File: config.mk
export PLATFORM = sky130hd
export DESIGN_NAME = alu_unit
export DESIGN_NICKNAME = d
export VERILOG_FILES = /design/src/rtl/alu_pkg.sv /design/src/rtl/alu_div.sv /design/src/rtl/alu_unit.sv
export SDC_FILE = /design/constraint.sdc
export NUM_CORES = 2
export LEC_CHECK = 0
export BUFFER_PORTS_ARGS = -buffer_cell sky130_fd_sc_hd__buf_2
export CORE_MARGIN = 2
export CORE_UTILIZATION = 30
export CTS_CLUSTER_SIZE = 24
export DETAILED_ROUTE_END_ITERATION = 6
export PLACE_DENSITY_LB_ADDON = 0.08
export SETUP_SLACK_MARGIN = 0.4
export SKIP_CTS_REPAIR_TIMING = 1
export SYNTH_ARGS = -nofsm -noshare
export SYNTH_HDL_FRONTEND = slang
export SYNTH_SLANG_ARGS = --single-unit
export TNS_END_PERCENT = 30
File: constraint.sdc
create_clock -name clk -period 183.9 [get_ports clk]
set_input_delay 55.17 -clock clk [delete_from_list [all_inputs] [get_ports clk]]
set_output_delay 55.17 -clock clk [all_outputs]
set_load 0.01 [all_outputs]
File: src/rtl/alu_pkg.sv
// Shared constants for the ALU slice: default data width and one-hot opcodes.
package alu_pkg;

  localparam int ALU_WIDTH = 32;

  localparam logic [3:0] OP_ADD = 4'b0001;
  localparam logic [3:0] OP_SUB = 4'b0010;
  localparam logic [3:0] OP_MUL = 4'b0100;
  localparam logic [3:0] OP_DIV = 4'b1000;

endpackage

File: src/rtl/alu_div.sv
// Combinational unsigned divider: WIDTH-stage restoring array, one quotient bit per stage.
module alu_div
  import alu_pkg::*;
#(
  parameter int WIDTH = ALU_WIDTH
) (
  input  logic [WIDTH-1:0] dividend,
  input  logic [WIDTH-1:0] divisor,
  output logic [WIDTH-1:0] quotient,
  output logic [WIDTH-1:0] remainder,
  output logic             div_by_zero
);

  logic [WIDTH-1:0] q_raw;
  logic [WIDTH-1:0] rem_acc;
  logic [WIDTH:0]   trial;

  // Each iteration is one array row: shift in the next dividend bit, subtract if it fits.
  always_comb begin
    q_raw   = '0;
    rem_acc = '0;
    trial   = '0;
    for (int i = WIDTH - 1; i >= 0; i--) begin
      trial = {rem_acc, dividend[i]};
      if (trial >= {1'b0, divisor}) begin
        trial    = trial - {1'b0, divisor};
        q_raw[i] = 1'b1;
      end
      rem_acc = trial[WIDTH-1:0];
    end
  end

  // A zero divisor makes every row "fit", so the raw array would give all ones.
  assign div_by_zero = (divisor == '0);
  assign quotient    = div_by_zero ? '0 : q_raw;
  assign remainder   = div_by_zero ? dividend : rem_acc;

endmodule

File: src/rtl/alu_unit.sv
// Single-cycle-latency ALU: add/sub/mul/div on unsigned operands with a registered result and flags.
module alu_unit
  import alu_pkg::*;
#(
  parameter int WIDTH = ALU_WIDTH
) (
  input  logic             clk,
  input  logic             rst,
  input  logic [WIDTH-1:0] A,
  input  logic [WIDTH-1:0] B,
  input  logic [3:0]       op,
  input  logic             in_valid,
  output logic [WIDTH-1:0] Y,
  output logic             out_valid,
  output logic             carry,
  output logic             mul_ovf,
  output logic             div_by_zero,
  output logic             op_err
);

  logic [WIDTH:0]     sum_full;
  logic [WIDTH-1:0]   diff;
  logic [2*WIDTH-1:0] prod;
  logic [WIDTH-1:0]   div_q;
  logic [WIDTH-1:0]   div_rem_unused;
  logic               div_dbz;

  logic [WIDTH-1:0]   y_p0;
  logic               carry_p0, mul_ovf_p0, dbz_p0, op_err_p0;

  logic [WIDTH-1:0]   y_p1;
  logic               carry_p1, mul_ovf_p1, dbz_p1, op_err_p1, vld_p1;

  assign sum_full = {1'b0, A} + {1'b0, B};
  assign diff     = A - B;
  assign prod     = {{WIDTH{1'b0}}, A} * {{WIDTH{1'b0}}, B};

  alu_div #(
    .WIDTH(WIDTH)
  ) u_div (
    .dividend   (A),
    .divisor    (B),
    .quotient   (div_q),
    .remainder  (div_rem_unused),
    .div_by_zero(div_dbz)
  );

  // Stage p0: opcode decode and result select; anything not exactly one legal bit is an error.
  always_comb begin
    y_p0       = '0;
    carry_p0   = 1'b0;
    mul_ovf_p0 = 1'b0;
    dbz_p0     = 1'b0;
    op_err_p0  = 1'b0;
    case (op)
      OP_ADD: begin
        y_p0     = sum_full[WIDTH-1:0];
        carry_p0 = sum_full[WIDTH];
      end
      OP_SUB: begin
        y_p0     = diff;
        carry_p0 = (A < B);
      end
      OP_MUL: begin
        y_p0       = prod[WIDTH-1:0];
        mul_ovf_p0 = |prod[2*WIDTH-1:WIDTH];
      end
      OP_DIV: begin
        y_p0   = div_q;
        dbz_p0 = div_dbz;
      end
      default: op_err_p0 = 1'b1;
    endcase
  end

  // Stage p1: output register; results hold while no new sample arrives.
  always_ff @(posedge clk) begin
    if (rst) begin
      vld_p1     <= 1'b0;
      y_p1       <= '0;
      carry_p1   <= 1'b0;
      mul_ovf_p1 <= 1'b0;
      dbz_p1     <= 1'b0;
      op_err_p1  <= 1'b0;
    end else begin
      vld_p1 <= in_valid;
      if (in_valid) begin
        y_p1       <= y_p0;
        carry_p1   <= carry_p0;
        mul_ovf_p1 <= mul_ovf_p0;
        dbz_p1     <= dbz_p0;
        op_err_p1  <= op_err_p0;
      end
    end
  end

  assign Y           = y_p1;
  assign out_valid   = vld_p1;
  assign carry       = carry_p1;
  assign mul_ovf     = mul_ovf_p1;
  assign div_by_zero = dbz_p1;
  assign op_err      = op_err_p1;

endmodule

==> out/results.txt <==
outcome - complete, no violations
wire per inst - 26.1 um
final worst path period share - 97.1%
Starting Density - 30.1%
share of layout cells above drive strength 1 - 31.6%
mapped cell area - 0.0938 mm^2
Worst-Margin Slew - 1.31 ns
crit path launch type - input pin
layout net count - 18,100
CP peak stage delay - 0.56 ns
syn_nets - 14,700
Post-synth top flop - dfxtp_1
commonest non-fill, non-tap cell in the layout - buf_4
Die X-Extent - 563 um
syn_area_per_cell - 7.57 um^2
worst-skew pair later-pin latency - 0.37 ns
Seq/Total Area, Yosys - 0.790%
WL final - 521,000 um
number of port buffers - 107
fraction of registers with async set/reset - 0%
Yosys cell types - 120
DIE HEIGHT - 563 um
worst-path fanout max - 14
root buffer cell - clkbuf_16
most frequent cells in the layout - 3,562 x buf_4, 1,611 x nor2_1, 1,574 x inv_1
Core Util, Final - 41.2%
Iter 0 DRT Violations - 9,288
clock sink total - 37
CTS Buf Count - 5
fmax - 5.60 MHz
TritonCTS clock tree - built
area share of the largest cell type after synthesis - 19.8%
drt drc - 0
grt peak-use layer - met2
setup violators final - 0
max-slew violations - 0
most area-consuming cells after synthesis - fa_1 20%, ha_1 18%, mux2_2 6.9%, nor2_1 6.5%, inv_1 6.4%
initial antenna violation count - 59
total global-route track usage - 31.9%
Slowest-stage cell, CP - or4_4
core area - 0.311 mm^2
estimated wirelength of the detail-placed design - 432,000 um
Routed Antenna Nets - 0
die area - 0.317 mm^2
row cnt - 205
router iterations before antenna repair - 7
H-tree levels - 2
CP endpoint kind - register
MaxCap Viol Count - 0
GR Layer Usage met2 - 49.0%
Req. time, crit path - 184.14 ns
Worst slew margin - 12.0%
CTS clock-pin slew for the worst setup and hold paths - 0.11 ns
Ports - 108
first-pass GRT wire length - 738,000 um
DR vias/cell - 5.33
Worst path most repeated cell - o21ai_1
Max clock buf depth - 2
Layout area overhead - 36.7%
leading area contributor after synthesis - fa_1
yosys warns - 0
final worst clock skew - 0 ns
critical path type - input pin to register
unrepaired setup endpoints after global routing - true
Post-synth EDFFs - 0
Final Hold Vio Count - 0
via total after detailed routing - 106,000
grt ovf - 0
worst hold path class - register to register
met1 Track Usage GR - 44.9%
largest net degree at the start of global routing - 36
number of cells produced by synthesis - 12,400
GRT met3 Usage - 5.02%
vias in the first global route - 106,000
Tmin final - 178.60 ns
setup TNS - 0 ns
Yosys reg bits - 37
gpl congestion - 1.01
Worst Path Arrival - 178.85 ns
==> synth_stat cells, drive strengths merged, types with 23 or more instances <==
| cell | n |
|---|---|
| o21bai | 76 |
| nand2b | 131 |
| o22ai | 30 |
| and2 | 69 |
| nand4 | 194 |
| xnor2 | 392 |
| and4 | 24 |
| o21a | 94 |
| xor2 | 239 |
| and3 | 79 |
| or2 | 30 |
| ha | 1351 |
| a221o | 27 |
| fa | 928 |
| nand3 | 149 |
| a31o | 23 |
| mux2 | 631 |
| a21boi | 296 |
| o31ai | 29 |
| a22oi | 31 |
| a31oi | 61 |
| a21o | 365 |
| dfxtp | 37 |
| o211ai | 69 |
| clkinv | 23 |
| a211o | 30 |
| nand2 | 1077 |
| inv | 1597 |
| a211oi | 73 |
| nor2b | 149 |
| mux2i | 108 |
| nor2 | 1636 |
| a221oi | 49 |
| or3 | 58 |
| nor4 | 58 |
| nor3 | 139 |
| o21ai | 723 |
| buf | 115 |
| a21oi | 647 |
| clkbuf | 237 |
==> sequential cells by signal (all words and copies together), names as in the netlist <==
| name | flops |
|---|---|
| div_by_zero | 1 |
| Y | 32 |
| out_valid | 1 |
| op_err | 1 |
| carry | 1 |
| mul_ovf | 1 |
==> per-stage QoR <==
stage / setup WS (ns) / cell area [um^2] / cells / hold WS [ns]
global placement: -4.79 / 125000 / 19800 / 0.458
finish: 5.30 / 128000 / 19900 / 0.472
detailed placement: -6.85 / 125000 / 19800 / 0.460
global route: -3.39 / 128000 / 19900 / 0.494
CTS: -7.47 / 125000 / 19800 / 0.472
floorplan: 0.428 / 94500 / 12400 / 0.486
==> final cells by class <==
class / instances / area [um^2]
fillers: 32300 / 183000
multi-input cells: 10400 / 88100
repair buffers: 3708 / 27900
inverters: 1620 / 6130
well taps: 4140 / 5180
flip-flops and latches: 37 / 741
clock buffers: 6 / 129
diodes: 25 / 62.6
clock inverters: 2 / 10.0
==> cell families (layout without fill, tap and decap cells) <==
family          count (synthesis)  after routing  synth area share [%]
compound gates               2864           2864                  20.1
simple gates                 3864           3865                  18.4
fa+ha+maj                    2279           2279                  37.8
mux                           739            739                  8.87
other cells                     0             25                     0
flops                          37             37                 0.790
buf+inv                      1972           5336                  8.09
xor+xnor                      631            631                  5.89
==> per-layer routing <==
| layer | up-vias | part of all wire, % |
|---|---|---|
| met3 | 646 | 7.5 |
| li1 | 49300 | - |
| met4 | 18 | 4.2 |
| met1 | 52600 | 46 |
| met5 | - | 0.021 |
| met2 | 3614 | 43 |
==> worst max-delay path, delay by kind of cell <==
kind | cells | cell delay [ns]
and+or+nand+nor | 163 | 22.71
buffers and inverters | 62 | 7.64
adders and majority gates | 43 | 11.50
muxes | 32 | 9.85
AOI/OAI and AO/OA | 833 | 131.29
==> final timing paths <==
path / start / endpoint / slack (ns) / cells past startpoint
worst max-delay path: B[7] / Y[0] / 5.30 / 1133
worst max register to register: mul_ovf / mul_ovf / 179.10 / 14
worst min-delay path: Y[23] / Y[23] / 0.47 / 2
worst min register to register: Y[23] / Y[23] / 0.47 / 2
Power is left out: the tool's default activity adds up to more than one toggle a clock period on the data nets, which glitch-free logic cannot reach.
